==> config.mk <==
export PLATFORM = sky130hd
export DESIGN_NAME = bus_arbiter
export DESIGN_NICKNAME = d
export VERILOG_FILES = /design/src/rtl/bus_arbiter.sv
export SDC_FILE = /design/constraint.sdc
export NUM_CORES = 1
export LEC_CHECK = 0
export ABC_AREA = 0
export ABC_CLOCK_PERIOD_IN_PS = 1240
export BUFFER_PORTS_ARGS = -buffer_cell sky130_fd_sc_hd__buf_2
export CORE_AREA = 2 2 39 41
export DETAILED_ROUTE_END_ITERATION = 8
export DIE_AREA = 0 0 41 43
export HOLD_SLACK_MARGIN = 0.15
export PLACE_DENSITY_LB_ADDON = 0.12
export SYNTH_ARGS = -nofsm -noshare
export SYNTH_HDL_FRONTEND = slang
export SYNTH_SLANG_ARGS = --single-unit
==> constraint.sdc <==
create_clock -name clk -period 1.24 [get_ports clk]
set_input_delay 0.062 -clock clk [delete_from_list [all_inputs] [get_ports clk]]
set_output_delay 0.062 -clock clk [all_outputs]
set_load 0.01 [all_outputs]
==> src/rtl/bus_arbiter.sv <==
// bus_arbiter: single-master bus arbiter with two priority classes and
// per-class round-robin. Each transaction runs IDLE -> GRANT -> BUSY -> RELEASE.
//
// Ports:
//   clk          system clock, rising edge
//   reset        synchronous active-high reset
//   req          per-requester level request
//   mem_done     one-cycle end-of-transaction pulse from the memory side
//   bus_ack      one-hot, single-cycle grant pulse
//   owner        index of the current bus owner (address/data mux select)
//   bus_busy     high while in GRANT or BUSY
//   timeout_err  sticky watchdog error flag
//
// Optional build: define BUS_ARB_WATCHDOG_EN to force a release after TIMEOUT
// BUSY cycles without mem_done. When it is undefined, timeout_err stays 0.
module bus_arbiter #(
   parameter int unsigned      N_REQ     = 4,
   parameter logic [N_REQ-1:0] PRIO_MASK = N_REQ'(4'b0001),
   parameter int unsigned      TIMEOUT   = 255
) (
   input  logic                     clk,
   input  logic                     reset,
   input  logic [N_REQ-1:0]         req,
   input  logic                     mem_done,
   output logic [N_REQ-1:0]         bus_ack,
   output logic [$clog2(N_REQ)-1:0] owner,
   output logic                     bus_busy,
   output logic                     timeout_err
);

   localparam int unsigned W = $clog2(N_REQ);

   typedef enum logic [1:0] {
      S_IDLE    = 2'd0,
      S_GRANT   = 2'd1,
      S_BUSY    = 2'd2,
      S_RELEASE = 2'd3
   } state_t;

   state_t           r_state, w_state_nxt;
   logic [N_REQ-1:0] r_ack, w_ack_nxt;
   logic [W-1:0]     r_owner, w_owner_nxt;
   logic             r_busy, w_busy_nxt;
   logic             r_err, w_err_nxt;
   logic [W-1:0]     r_ptr_hi, w_ptr_hi_nxt;
   logic [W-1:0]     r_ptr_lo, w_ptr_lo_nxt;

   logic [N_REQ-1:0] w_hi_req, w_lo_req;
   logic [W-1:0]     w_hi_win, w_lo_win, w_win;
   logic             w_hi_any;

`ifdef BUS_ARB_WATCHDOG_EN
   localparam int unsigned CW = $clog2(TIMEOUT + 1);
   logic [CW-1:0]    r_wd_cnt, w_wd_cnt_nxt;
`else
   logic             w_unused_timeout;
   assign w_unused_timeout = ^(32'(TIMEOUT));
`endif

   // Round-robin pick: first set bit at or after (ptr + 1), wrapping.
   // Iterating from the farthest offset down lets the nearest one win.
   function automatic logic [W-1:0] rr_pick(input logic [N_REQ-1:0] r,
                                            input logic [W-1:0]     ptr);
      logic [W-1:0] win;
      int unsigned  idx;
      win = ptr;
      for (int k = int'(N_REQ); k >= 1; k--) begin
         idx = (32'(ptr) + 32'(k)) % N_REQ;
         if (r[idx[W-1:0]]) win = W'(idx);
      end
      return win;
   endfunction

   // Class split and winner selection; high class always beats low class.
   assign w_hi_req = req & PRIO_MASK;
   assign w_lo_req = req & ~PRIO_MASK;
   assign w_hi_any = |w_hi_req;
   assign w_hi_win = rr_pick(w_hi_req, r_ptr_hi);
   assign w_lo_win = rr_pick(w_lo_req, r_ptr_lo);
   assign w_win    = w_hi_any ? w_hi_win : w_lo_win;

   // State and registered outputs.
   always_ff @(posedge clk) begin
      if (reset) begin
         r_state  <= S_IDLE;
         r_ack    <= '0;
         r_owner  <= '0;
         r_busy   <= 1'b0;
         r_err    <= 1'b0;
         r_ptr_hi <= W'(N_REQ - 1);
         r_ptr_lo <= W'(N_REQ - 1);
`ifdef BUS_ARB_WATCHDOG_EN
         r_wd_cnt <= '0;
`endif
      end else begin
         r_state  <= w_state_nxt;
         r_ack    <= w_ack_nxt;
         r_owner  <= w_owner_nxt;
         r_busy   <= w_busy_nxt;
         r_err    <= w_err_nxt;
         r_ptr_hi <= w_ptr_hi_nxt;
         r_ptr_lo <= w_ptr_lo_nxt;
`ifdef BUS_ARB_WATCHDOG_EN
         r_wd_cnt <= w_wd_cnt_nxt;
`endif
      end
   end

   // Next state and next output values; outputs reflect the state being entered.
   always_comb begin
      w_state_nxt  = r_state;
      w_ack_nxt    = '0;
      w_owner_nxt  = r_owner;
      w_busy_nxt   = r_busy;
      w_err_nxt    = r_err;
      w_ptr_hi_nxt = r_ptr_hi;
      w_ptr_lo_nxt = r_ptr_lo;
`ifdef BUS_ARB_WATCHDOG_EN
      w_wd_cnt_nxt = r_wd_cnt;
`endif
      case (r_state)
         S_IDLE: begin
            if (|req) begin
               w_state_nxt = S_GRANT;
               w_owner_nxt = w_win;
               w_ack_nxt   = N_REQ'(1) << w_win;
               w_busy_nxt  = 1'b1;
               if (w_hi_any) w_ptr_hi_nxt = w_hi_win;
               else          w_ptr_lo_nxt = w_lo_win;
            end
         end
         S_GRANT: begin
            w_state_nxt = S_BUSY;
`ifdef BUS_ARB_WATCHDOG_EN
            w_wd_cnt_nxt = '0;
`endif
         end
         S_BUSY: begin
            if (mem_done) begin
               w_state_nxt = S_RELEASE;
               w_busy_nxt  = 1'b0;
            end
`ifdef BUS_ARB_WATCHDOG_EN
            // mem_done on the last allowed cycle wins over the timeout.
            else if (r_wd_cnt == CW'(TIMEOUT - 1)) begin
               w_state_nxt = S_RELEASE;
               w_busy_nxt  = 1'b0;
               w_err_nxt   = 1'b1;
            end else begin
               w_wd_cnt_nxt = r_wd_cnt + CW'(1);
            end
`endif
         end
         S_RELEASE: begin
            w_state_nxt = S_IDLE;
         end
         default: begin
            w_state_nxt = S_IDLE;
            w_busy_nxt  = 1'b0;
         end
      endcase
   end

   assign bus_ack     = r_ack;
   assign owner       = r_owner;
   assign bus_busy    = r_busy;
   assign timeout_err = r_err;

endmodule

==> impl_metrics.tcl <==
set metrics [dict create \
    status "complete, no violations" \
    rsz0062_at_grt "true" \
    routed.top_layer "met4" \
    cts_tree "built" \
    grt_first_pass_wirelength_um 1790 \
    num_io_pins 15 \
    dieWidth_um 41 \
    worstSetupPathType "reg -> reg" \
    drc 0 \
    place_ws_ns -0.0349 \
    met3WireLength_um 35 \
    regArea_um2 225 \
    cts.sinks 11 \
    final_nets 90 \
    instances_no_fill 96 \
    p_per_area_nw_per_um2 2050 \
    placed_area_um2 663 \
    dr.first_iter.drc_count 16 \
    ant_nets 0 \
    drv_cap 0 \
    nFillCells 147 \
    cts_inserted_buffers 3 \
    final_core_util_pct 52.9 \
    core_um2 1380 \
    syn_to_final_growth_pct 36.0 \
    cts_buffer_depth 2 \
    multi_input_area_um2 319 \
    p_leak_nw 0.316 \
    grt_max_degree 8 \
    place.gp.congestion 0.782 \
    first_pass_iters 3 \
    die_area_um2 1760 \
    route.met2.wl_um 467 \
    ys_seq_elements 11 \
    setup-violations-final 0 \
    gr-usage-all-layers_pct 15.0 \
    hold_viol_final 0 \
    rows 14 \
    avgSynthCellArea_um2 9.44 \
    start_util_pct 38.9 \
    finalWorstSetupSlack_ns 0.00473 \
    vias_per_cell 5.11 \
    m1WireLength_um 595 \
    peakVddDrop_v 0.00100 \
    synth.distinct_cells 30 \
    hold_path_class "in -> reg" \
    syn_area_um2 538 \
    drive_gt1_share_pct 45.0 \
    htreeDepth 1 \
    wl_per_cell_um 11.5 \
    place_inst 91 \
    worst_ep_required_time_ns 1.42 \
    cp_max_fo 4 \
    post-cts-setup-buffers 0 \
    grt_pass1_vias 436 \
    antenna_found_initial 0 \
    yosysWarnings 0 \
    power_mw 1.50 \
    diodes 0 \
    clkTransAtPathRegs_ns 0.07 \
    dp_hpwl_um 817 \
    syn_nets 66 \
    totalWireLength_um 1110 \
    start_kind "flop" \
    clock-skew-final_ns 0.00524 \
    layout_min_cycle_time_ns 1.24 \
    post-route-period-util_pct 99.6 \
    fmax_mhz 810 \
    ys_seq_area_share_pct 40.9 \
    cp.arrival_ns 1.42 \
    root_buffer "clkbuf_4" \
    fin_area_um2 732 \
    die_h_um 43 \
    cp-end-kind "flop" \
    dr_total_vias 491 \
    syn_inst 57 \
    slew_viol_final 0 \
    overflow 0 \
    io_buffers 13 \
    clkLatencyLatePin_ns 0.27 \
]
==> critical path, stage by stage, from the launching register on <==
cell and delay (ns):
dfxtp_2 0.33, inv_4 0.07, ha_4 0.15, o41ai_4 0.07, or2b_4 0.28, o31ai_1 0.25
==> final cells by class <==
cell class | instances | area share, %
multi-input cells | 40 | 43.6
flip-flops and latches | 11 | 30.8
clock buffers | 4 | 3.59
well taps | 16 | 2.74
repair buffers | 20 | 16.4
inverters | 5 | 2.91
==> cells in the final DEF (no fill, tap or decap), types with 3 or more instances in the layout <==
cell / Yosys / layout
buf_2: 0 / 13
dfxtp_1: 11 / 7
buf_4: 1 / 6
nor2_1: 4 / 4
o21ai_0: 5 / 4
dfxtp_2: 0 / 4
nand2_1: 3 / 3
clkbuf_4: 0 / 3
==> layer usage <==
layer | GRT usage [%] | vias up
met1 | 21.7 | 225
met2 | 19.1 | 8
met4 | 10.0 | 0
li1 | - | 256
met3 | 3.14 | 2
met5 | 0 | -
==> flip-flops by register name, indices dropped and copies added, names as in the netlist <==
signal,count
bus_busy,1
bus_ack,4
r_state,2
owner,2
r_ptr_lo,2
==> stage by stage <==
| step | TNS, ns | hold WS (ns) |
|---|---|---|
| 2_1_floorplan | 0 | 0.135 |
| 3_3_place_gp | -0.0371 | 0.296 |
| 3_5_place_dp | -0.0807 | 0.298 |
| 4_1_cts | -0.0272 | 0.176 |
| 5_1_grt | -0.180 | 0.200 |
| 6_report | 0 | 0.190 |
==> final timing paths <==
path         startpoint       end  slack [ns]  depth (start not counted)
max reg2reg  r_state[0]  owner[0]       0.005                          5
min            mem_done  bus_busy        0.19                          4
max          r_state[0]  owner[0]       0.005                          5
min reg2reg    owner[1]  owner[1]        0.46                          2
==> synthesized netlist by cell type <==
master / number / area share, %
dfxtp_1: 11 / 41
o21ai_0: 5 / 4.7
inv_1: 4 / 2.8
nor2_1: 4 / 2.8
nand2_1: 3 / 2.1
a211oi_1: 2 / 2.8
ha_1: 2 / 4.7
mux2i_1: 2 / 3.7
nand3_1: 2 / 1.9
nor3_1: 2 / 1.9
a21boi_0: 1 / 1.4
a22o_1: 1 / 1.6
a311o_1: 1 / 1.9
and4_1: 1 / 1.6
buf_4: 1 / 1.4
clkinv_1: 1 / 0.70
conb_1: 1 / 0.70
nand2b_1: 1 / 1.2
nand3b_1: 1 / 1.4
nor4_1: 1 / 1.2
nor4_2: 1 / 2.3
o211a_1: 1 / 1.9
o211ai_1: 1 / 1.4
o21a_1: 1 / 1.4
o22ai_1: 1 / 1.2
o311ai_1: 1 / 1.6
o31ai_1: 1 / 1.4
o41ai_4: 1 / 5.1
or2_2: 1 / 1.2
or2b_1: 1 / 1.4
==> timing repair <==
item | in CTS | in global routing
resized for setup | 5 | 8
hold endpoints to repair | 3 | 0
hold buffers | 1 | 0
pin swaps | 3 | 3
endpoints found under the setup margin | 6 | 8
==> power breakdown <==
group | internal [mW] | switching, mW
clock network | 0.124 | 0.119
logic | 0.371 | 0.357
registers | 0.464 | 0.0619
total | 0.960 | 0.538
==> cell families after synthesis <==
group,count (synthesis),share of synthesized area [%]
buffers and inverters,6,4.88
and+or+nand+nor,18,18.8
DFF,11,40.9
muxes,2,3.72
other,1,0.697
AOI/OAI and AO/OA,17,26.3
adders and majority gates,2,4.65
Power figures use the tool's default switching activity.
